### config.mk
export PLATFORM = sky130hd
export DESIGN_NAME = multicycle_control_flat
export DESIGN_NICKNAME = d
export VERILOG_FILES = /design/src/rtl/multicycle_control_if.sv /design/src/rtl/multicycle_control.sv /design/src/flat_wrapper.sv
export SDC_FILE = /design/constraint.sdc
export NUM_CORES = 1
export LEC_CHECK = 0
export ABC_AREA = 1
export BUFFER_PORTS_ARGS = -buffer_cell sky130_fd_sc_hd__buf_2
export CORE_MARGIN = 1.5
export CORE_UTILIZATION = 38
export DETAILED_ROUTE_END_ITERATION = 8
export PLACE_DENSITY = 0.72
export SLEW_MARGIN = 40
export SYNTH_ARGS = -nofsm -noshare
export SYNTH_HDL_FRONTEND = slang
export SYNTH_SLANG_ARGS = --single-unit
### constraint.sdc
create_clock -name clock -period 0.9 [get_ports clock]
set_input_delay 0 -clock clock [delete_from_list [all_inputs] [get_ports clock]]
set_output_delay 0 -clock clock [all_outputs]
set_load 0.01 [all_outputs]
### src/rtl/multicycle_control_if.sv
// Control bus between the multicycle controller (master) and its datapath (slave):
// instruction/status inputs to the controller and the strobes it drives.
interface multicycle_control_if;
  logic [2:0] opcode;
  logic       zero;
  logic       mem_ready;
  logic       pc_write;
  logic [1:0] pc_sel;
  logic       ir_write;
  logic       mem_read;
  logic       mem_write;
  logic [1:0] alu_op;
  logic [1:0] wb_sel;
  logic       reg_write;
  logic       halted;
  logic [7:0] retired;

  modport master (
    input  opcode, zero, mem_ready,
    output pc_write, pc_sel, ir_write, mem_read, mem_write,
           alu_op, wb_sel, reg_write, halted, retired
  );

  modport slave (
    output opcode, zero, mem_ready,
    input  pc_write, pc_sel, ir_write, mem_read, mem_write,
           alu_op, wb_sel, reg_write, halted, retired
  );
endinterface

### src/rtl/multicycle_control.sv
// Multicycle CPU control FSM (FETCH/DECODE/EXEC/MEM/WB_SEL/WB/HALT).
// Optional retired-instruction counter enabled by defining INSTR_COUNT_EN.
module multicycle_control (
  input  logic                 clock,
  input  logic                 reset,
  multicycle_control_if.master bus
);

  typedef enum logic [2:0] {
    S_FETCH  = 3'd0,
    S_DECODE = 3'd1,
    S_EXEC   = 3'd2,
    S_MEM    = 3'd3,
    S_WB_SEL = 3'd4,
    S_WB     = 3'd5,
    S_HALT   = 3'd6
  } state_e;

  localparam logic [2:0] OP_ADD   = 3'b000;
  localparam logic [2:0] OP_SUB   = 3'b001;
  localparam logic [2:0] OP_AND   = 3'b010;
  localparam logic [2:0] OP_LOAD  = 3'b011;
  localparam logic [2:0] OP_STORE = 3'b100;
  localparam logic [2:0] OP_LI    = 3'b101;
  localparam logic [2:0] OP_BEQZ  = 3'b110;
  localparam logic [2:0] OP_HALT  = 3'b111;

  state_e     state_q, state_d;
  logic [2:0] opcode_q, opcode_d;

  // Writeback source: the mux is registered, so WB_SEL and WB present the same select.
  function automatic logic [1:0] wb_sel_of(input logic [2:0] op);
    case (op)
      OP_LOAD: wb_sel_of = 2'd1;
      OP_LI:   wb_sel_of = 2'd2;
      default: wb_sel_of = 2'd0;
    endcase
  endfunction

  // State and latched-opcode registers
  always_ff @(posedge clock) begin
    if (reset) begin
      state_q  <= S_FETCH;
      opcode_q <= 3'd0;
    end else begin
      state_q  <= state_d;
      opcode_q <= opcode_d;
    end
  end

  // Next-state logic
  always_comb begin
    state_d  = state_q;
    opcode_d = opcode_q;
    case (state_q)
      S_FETCH: begin
        if (bus.mem_ready) state_d = S_DECODE;
        else               state_d = S_FETCH;
      end
      S_DECODE: begin
        opcode_d = bus.opcode;
        if (bus.opcode == OP_HALT) state_d = S_HALT;
        else                       state_d = S_EXEC;
      end
      S_EXEC: begin
        case (opcode_q)
          OP_ADD, OP_SUB, OP_AND, OP_LI: state_d = S_WB_SEL;
          OP_LOAD, OP_STORE:             state_d = S_MEM;
          default:                       state_d = S_FETCH;
        endcase
      end
      S_MEM: begin
        if (!bus.mem_ready)            state_d = S_MEM;
        else if (opcode_q == OP_LOAD)  state_d = S_WB_SEL;
        else                           state_d = S_FETCH;
      end
      S_WB_SEL: state_d = S_WB;
      S_WB:     state_d = S_FETCH;
      S_HALT:   state_d = S_HALT;
      default:  state_d = S_FETCH;
    endcase
  end

  // Output decode from state_q/opcode_q; reset masks every output combinationally
  always_comb begin
    bus.pc_write  = 1'b0;
    bus.pc_sel    = 2'd0;
    bus.ir_write  = 1'b0;
    bus.mem_read  = 1'b0;
    bus.mem_write = 1'b0;
    bus.alu_op    = 2'd0;
    bus.wb_sel    = 2'd0;
    bus.reg_write = 1'b0;
    bus.halted    = 1'b0;
    if (reset) begin
      bus.halted = 1'b0;
    end else begin
      case (state_q)
        S_FETCH: begin
          bus.mem_read = 1'b1;
          bus.ir_write = bus.mem_ready;
          bus.pc_write = bus.mem_ready;
        end
        S_EXEC: begin
          case (opcode_q)
            OP_SUB, OP_BEQZ: bus.alu_op = 2'd1;
            OP_AND:          bus.alu_op = 2'd2;
            default:         bus.alu_op = 2'd0;
          endcase
          if ((opcode_q == OP_BEQZ) && bus.zero) begin
            bus.pc_write = 1'b1;
            bus.pc_sel   = 2'd1;
          end else begin
            bus.pc_write = 1'b0;
          end
        end
        S_MEM: begin
          bus.mem_read  = (opcode_q == OP_LOAD);
          bus.mem_write = (opcode_q == OP_STORE);
        end
        S_WB_SEL: bus.wb_sel = wb_sel_of(opcode_q);
        S_WB: begin
          bus.wb_sel    = wb_sel_of(opcode_q);
          bus.reg_write = 1'b1;
        end
        S_HALT:  bus.halted = 1'b1;
        default: bus.halted = 1'b0;
      endcase
    end
  end

`ifdef INSTR_COUNT_EN
  logic       retire_s;
  logic [7:0] retired_q, retired_d;

  // Retire on entry to FETCH from the last state of an instruction
  always_comb begin
    retire_s  = (state_d == S_FETCH) &&
                ((state_q == S_EXEC) || (state_q == S_MEM) || (state_q == S_WB));
    retired_d = retire_s ? (retired_q + 8'd1) : retired_q;
  end

  // Retired-instruction counter, wraps naturally at 8 bits
  always_ff @(posedge clock) begin
    if (reset) retired_q <= 8'd0;
    else       retired_q <= retired_d;
  end

  assign bus.retired = retired_q;
`else
  assign bus.retired = 8'd0;
`endif

endmodule

### src/flat_wrapper.sv
// flat-port wrapper written by rule: the top's interface ports become plain ports
module multicycle_control_flat 
  (clock, reset, bus_opcode, bus_zero, bus_mem_ready, bus_pc_write, bus_pc_sel, bus_ir_write, bus_mem_read, bus_mem_write, bus_alu_op, bus_wb_sel, bus_reg_write, bus_halted, bus_retired);
  multicycle_control_if bus_i ();
  input  logic clock;
  input  logic reset;
  input wire logic [$bits(bus_i.opcode)-1:0] bus_opcode;
  input wire logic [$bits(bus_i.zero)-1:0] bus_zero;
  input wire logic [$bits(bus_i.mem_ready)-1:0] bus_mem_ready;
  output wire logic [$bits(bus_i.pc_write)-1:0] bus_pc_write;
  output wire logic [$bits(bus_i.pc_sel)-1:0] bus_pc_sel;
  output wire logic [$bits(bus_i.ir_write)-1:0] bus_ir_write;
  output wire logic [$bits(bus_i.mem_read)-1:0] bus_mem_read;
  output wire logic [$bits(bus_i.mem_write)-1:0] bus_mem_write;
  output wire logic [$bits(bus_i.alu_op)-1:0] bus_alu_op;
  output wire logic [$bits(bus_i.wb_sel)-1:0] bus_wb_sel;
  output wire logic [$bits(bus_i.reg_write)-1:0] bus_reg_write;
  output wire logic [$bits(bus_i.halted)-1:0] bus_halted;
  output wire logic [$bits(bus_i.retired)-1:0] bus_retired;
  assign bus_i.opcode = bus_opcode;
  assign bus_i.zero = bus_zero;
  assign bus_i.mem_ready = bus_mem_ready;
  assign bus_pc_write = bus_i.pc_write;
  assign bus_pc_sel = bus_i.pc_sel;
  assign bus_ir_write = bus_i.ir_write;
  assign bus_mem_read = bus_i.mem_read;
  assign bus_mem_write = bus_i.mem_write;
  assign bus_alu_op = bus_i.alu_op;
  assign bus_wb_sel = bus_i.wb_sel;
  assign bus_reg_write = bus_i.reg_write;
  assign bus_halted = bus_i.halted;
  assign bus_retired = bus_i.retired;
  multicycle_control u_core (.clock(clock), .reset(reset), .bus(bus_i));
endmodule
## Word level (Yosys, flattened, before mapping)

Cells that the tools add are included.

| word-level totals | value |
|---|---|
| register bits after elaboration | 6 |
| word-level logic and storage cells | 50 |
| bits of input ports | 7 |

| cells by class | value |
|---|---|
| multiplexer cells | 28 |
| equality and inequality tests | 13 |
| reduce and logical (&&, ||, !) cells | 7 |

Operators with widths:

| cell | count |
|---|---|
| == test 3 bit, second input constant | 7 |
| one-hot mux 3 bit (6 select lines) | 1 |
| two-way mux 1 bit | 13 |
| == test 3 x 2 -> 1 bit, second input constant | 4 |
| two-way mux 2 bit | 6 |
| two-way mux 3 bit | 3 |
| one-hot mux 2 bit (2 select lines) | 2 |
| == test 3 x 1 -> 1 bit, second input constant | 2 |
| logical NOT 3 bit | 2 |
| one-hot mux 3 bit (2 select lines) | 1 |
| OR reduction 2 bit | 3 |
| one-hot mux 1 bit (2 select lines) | 2 |
| OR reduction 4 bit | 1 |
| logical AND 1 bit | 1 |

## Depth between registers and ports, before layout

| depth | value |
|---|---|
| word-level depth | 5 |
| gate-level depth with buffers | 8 |

## Least setup slack after synthesis

No wires, ideal clock.

| timing path | value |
|---|---|
| kind | flip-flop to output port |
| start | register u_core.state_q[2] |
| end | output port bus_alu_op[1] |
| slack | -0.112 ns |
| cell stages (with the launch flop) | 6 |
| required time | 0.900 ns |
| arrival | 1.012 ns |
| cell sequence | dfxtp_1 nor2_2 nand2_2 inv_2 nand2_4 nor4_1 |

| between the ends | value |
|---|---|
| cells in the longest elaborated chain, start to end | 3 |

RTL lines:

| item | RTL line | RTL |
|---|---|---|
| start, declared | multicycle_control.sv:28 | `state_e state_q, state_d;` |
| start signal, assigned | multicycle_control.sv:46 | `state_q <= state_d;` |
| == test 3 x 2 -> 1 bit | multicycle_control.sv:98 | `case (state_q)` |
| two-way mux 2 bit | multicycle_control.sv:98 |  |
| two-way mux 2 bit | multicycle_control.sv:95 | `if (reset) begin` |
| end, declared | flat_wrapper.sv:15 | `output wire logic [$bits(bus_i.alu_op)-1:0] bus_alu_op;` |

No other way between the ends.

## Final worst setup path

| timing path | value |
|---|---|
| start | register u_core.state_q[0] |
| end | output port bus_pc_write |

| between the ends | value |
|---|---|
| cells in the longest elaborated chain, start to end | 3 |

RTL lines:

| item | RTL line | RTL |
|---|---|---|
| == test 3 x 2 -> 1 bit / logical NOT 3 bit (equally long branches) | multicycle_control.sv:98 |  |
| one-hot mux 1 bit (2 select lines) (*) | multicycle_control.sv:98 |  |
| two-way mux 1 bit (*) | multicycle_control.sv:95 |  |
| end, declared | flat_wrapper.sv:10 | `output wire logic [$bits(bus_i.pc_write)-1:0] bus_pc_write;` |

Every way passes the cells marked *; elsewhere a longest branch is shown, timed or not.

==> run summary <==
Area of the multi-input gates: 423 µm²
Drt pass-1 iters: 6
# diodes: 0
Share of cells above drive strength 1: 60.5%
Yosys top cell area share: 23.2%
Final Util: 70.6%
Period minus WS final: 1.24 ns
TritonCTS buffer count: 3
Number of fill cells: 105
CP required: 0.90 ns
Die W: 39.9 µm
FF+latch area: 140 µm²
I/O pin cnt: 27
Post-synthesis compound-gate area fraction: 8.21%
Status: complete, but fails checks
Synth warn: 0
Final ANT Viol Nets: 0
Pleak: 0.482 nW
Rows: 13
Violations in the final reports: negative setup slack
CTS tree: done
Total track usage: 18.4%
Critical Path Start Type: flop
Period Utilization, post-route: 138%
Hpwl dp: 1.02 mm
CTS sink count: 6
Final-stage net count: 132
Final setup fails: 17
Pwr Density: 1160 nW/µm²
Number of global-route vias before repair: 493
Placed cell areas: 711 µm²
Mux share of post-synthesis cell area: 0%
DR WL/cell: 11.1 µm
Port Buffer Count: 17
Chip height: 39.9 µm
Fin worst setup slack: -0.338 ns
Crit Path Max Fanout: 3
H-tree levels: 1
Max-cap viol count: 0
Top cells by area, synth: dfxtp_1, buf_4, nand2_1, inv_1, nand3_1
CTS root buf: clkbuf_4
RSZ-0062 raised after global routing: true
Hold Crit Class: primary input to flop
DRT iter0 DRCs: 13
Clk_skew: 0.00566 ns
Crit-path max cell delay: 0.39 ns
Simple-gate area share of the yosys netlist: 44.0%
Hold buffers post-CTS: 0
DRC: 0
Post-route cell area: 907 µm²
CTS clk-pin slew, worst paths: 0.05 ns
Largest family of logic cells by synthesized area: simple AND/OR/NAND/NOR gates
RePlAce Congestion: 0.843
CTS Buffer Depth: 2
CP cell instances: nor2_4 > buf_4 > nand2_2 > nor3_2 > or2_1 > buf_2
Cells after Synth: 85
Largest net degree at the start of global routing: 7
Synth Register Bits: 6
Seq/Total Area, Yosys: 23.2%
Worst Path Arrival: 1.24 ns
Max IR drop VDD: 0.731 mV
Final hold viol count: 0
First-pass GRT wire length: 1.95 mm
Xor/xnor cell area share of the yosys netlist: 0%
Layout area overhead: 75.1%
Die Area: 1590 µm²
Final WL: 1.54 mm
Core area: 1280 µm²
Critical path endpoint category: output port
Adder-Cell Fraction of Synth Area: 0%
Crit Path Class: flop to output port
Post-synth top area cell: dfxtp_1
Slowest-stage cell, CP: dfxtp_4
Initial antenna violation count: 0
Place WS: -0.128 ns
Syn_area_per_cell: 6.09 µm²
Global route overflow: 0
Vias: 661
Commonest non-fill, non-tap cells in the layout: buf_2, buf_4, nand2_1, conb_1, inv_1
Initial Utilization: 40.3%
FMAX: 808 MHz
Max-slew violations: 0
Synthesized area: 518 µm²
Worst skew pair latency: 0.24 ns
Vias/cell: 4.76
Count of different cell masters after synthesis: 20
[registers in the layout (all words and copies together) (netlist names)]
register / cells
u_core.state_q: 3
u_core.opcode_q: 3
[metal layers]
layer	GRT usage (%)	wire length, µm	up-vias
met5	0	0	-
met1	24.2	658	301
met3	1.70	107	2
met4	7.76	19	0
li1	-	-	329
met2	29.8	753	29
[cells in the mapped netlist]
library cell   n
a21oi_1        5
nor3_2         1
dfxtp_1        6
or2_1          1
nor3_1         1
buf_4          9
nor2_2         3
o21ai_0        2
nand2_4        1
nand3b_1       1
nand3_1        8
nand3_2        1
nand2_2        1
o211ai_1       1
nor2_1         8
inv_2          3
nor4_1         3
inv_1         12
nand2_1       17
conb_1         1
[logic make-up after synthesis]
group / count (synthesis)
simple gates: 46
buf+inv: 24
compound gates: 8
flops: 6
other cells: 1
[area by class of cell]
class                   count  area share, %
multi-input cells          63           46.6
repair buffers             36           25.9
flip-flops and latches      6           15.4
inverters                  15           7.03
clock buffers               4           2.90
well taps                  15           2.07
[critical path, delay by kind of cell, from the launching register on]
kind | cells | cell delay [ns]
and+or+nand+nor | 4 | 0.35
DFF | 1 | 0.39
buffers and inverters | 2 | 0.26
[what timing repair did]
action	in CTS	in global routing
pin swaps	8	3
resized for setup	16	15
setup buffers	4	3
endpoints found under the setup margin	17	17
[power by group]
| part | leakage [nW] | internal [W] | total [W] | switching [W] |
|---|---|---|---|---|
| Sequential | 0.0531 | 0.000297 | 0.000349 | 0.0000513 |
| Combinational | 0.413 | 0.000203 | 0.000441 | 0.000239 |
| Clock | 0.0150 | 0.000168 | 0.000259 | 0.0000919 |
| Total | 0.482 | 0.000668 | 0.00105 | 0.000382 |
[worst paths after layout]
path	from	end	cells after the start	slack, ns
setup reg to reg	u_core.state_q[2]$_SDFF_PP0_	u_core.state_q[1]$_SDFF_PP0_	8	-0.13
setup / recovery	u_core.state_q[0]$_SDFF_PP0_	bus_pc_write	6	-0.34
hold / removal	bus_opcode[2]	u_core.opcode_q[2]$_SDFFE_PP0P_	3	0.02
hold reg to reg	u_core.opcode_q[2]$_SDFFE_PP0P_	u_core.opcode_q[2]$_SDFFE_PP0P_	2	0.53
[per-stage QoR]
stage / setup TNS (ns) / instances / power (W) / hold WS (ns)
5_1_grt: -4.45 / 139 / 0.00111 / 0.0240
4_1_cts: -3.36 / 136 / 0.000969 / 0.0200
6_report: -3.52 / 139 / 0.00105 / 0.0222
2_1_floorplan: -0.0170 / 93 / 0.000549 / 0.0360
3_3_place_gp: -0.562 / 128 / 0.000644 / 0.257
3_5_place_dp: -0.761 / 128 / 0.000649 / 0.267
No activity file was read; power rests on OpenSTA's default activity.
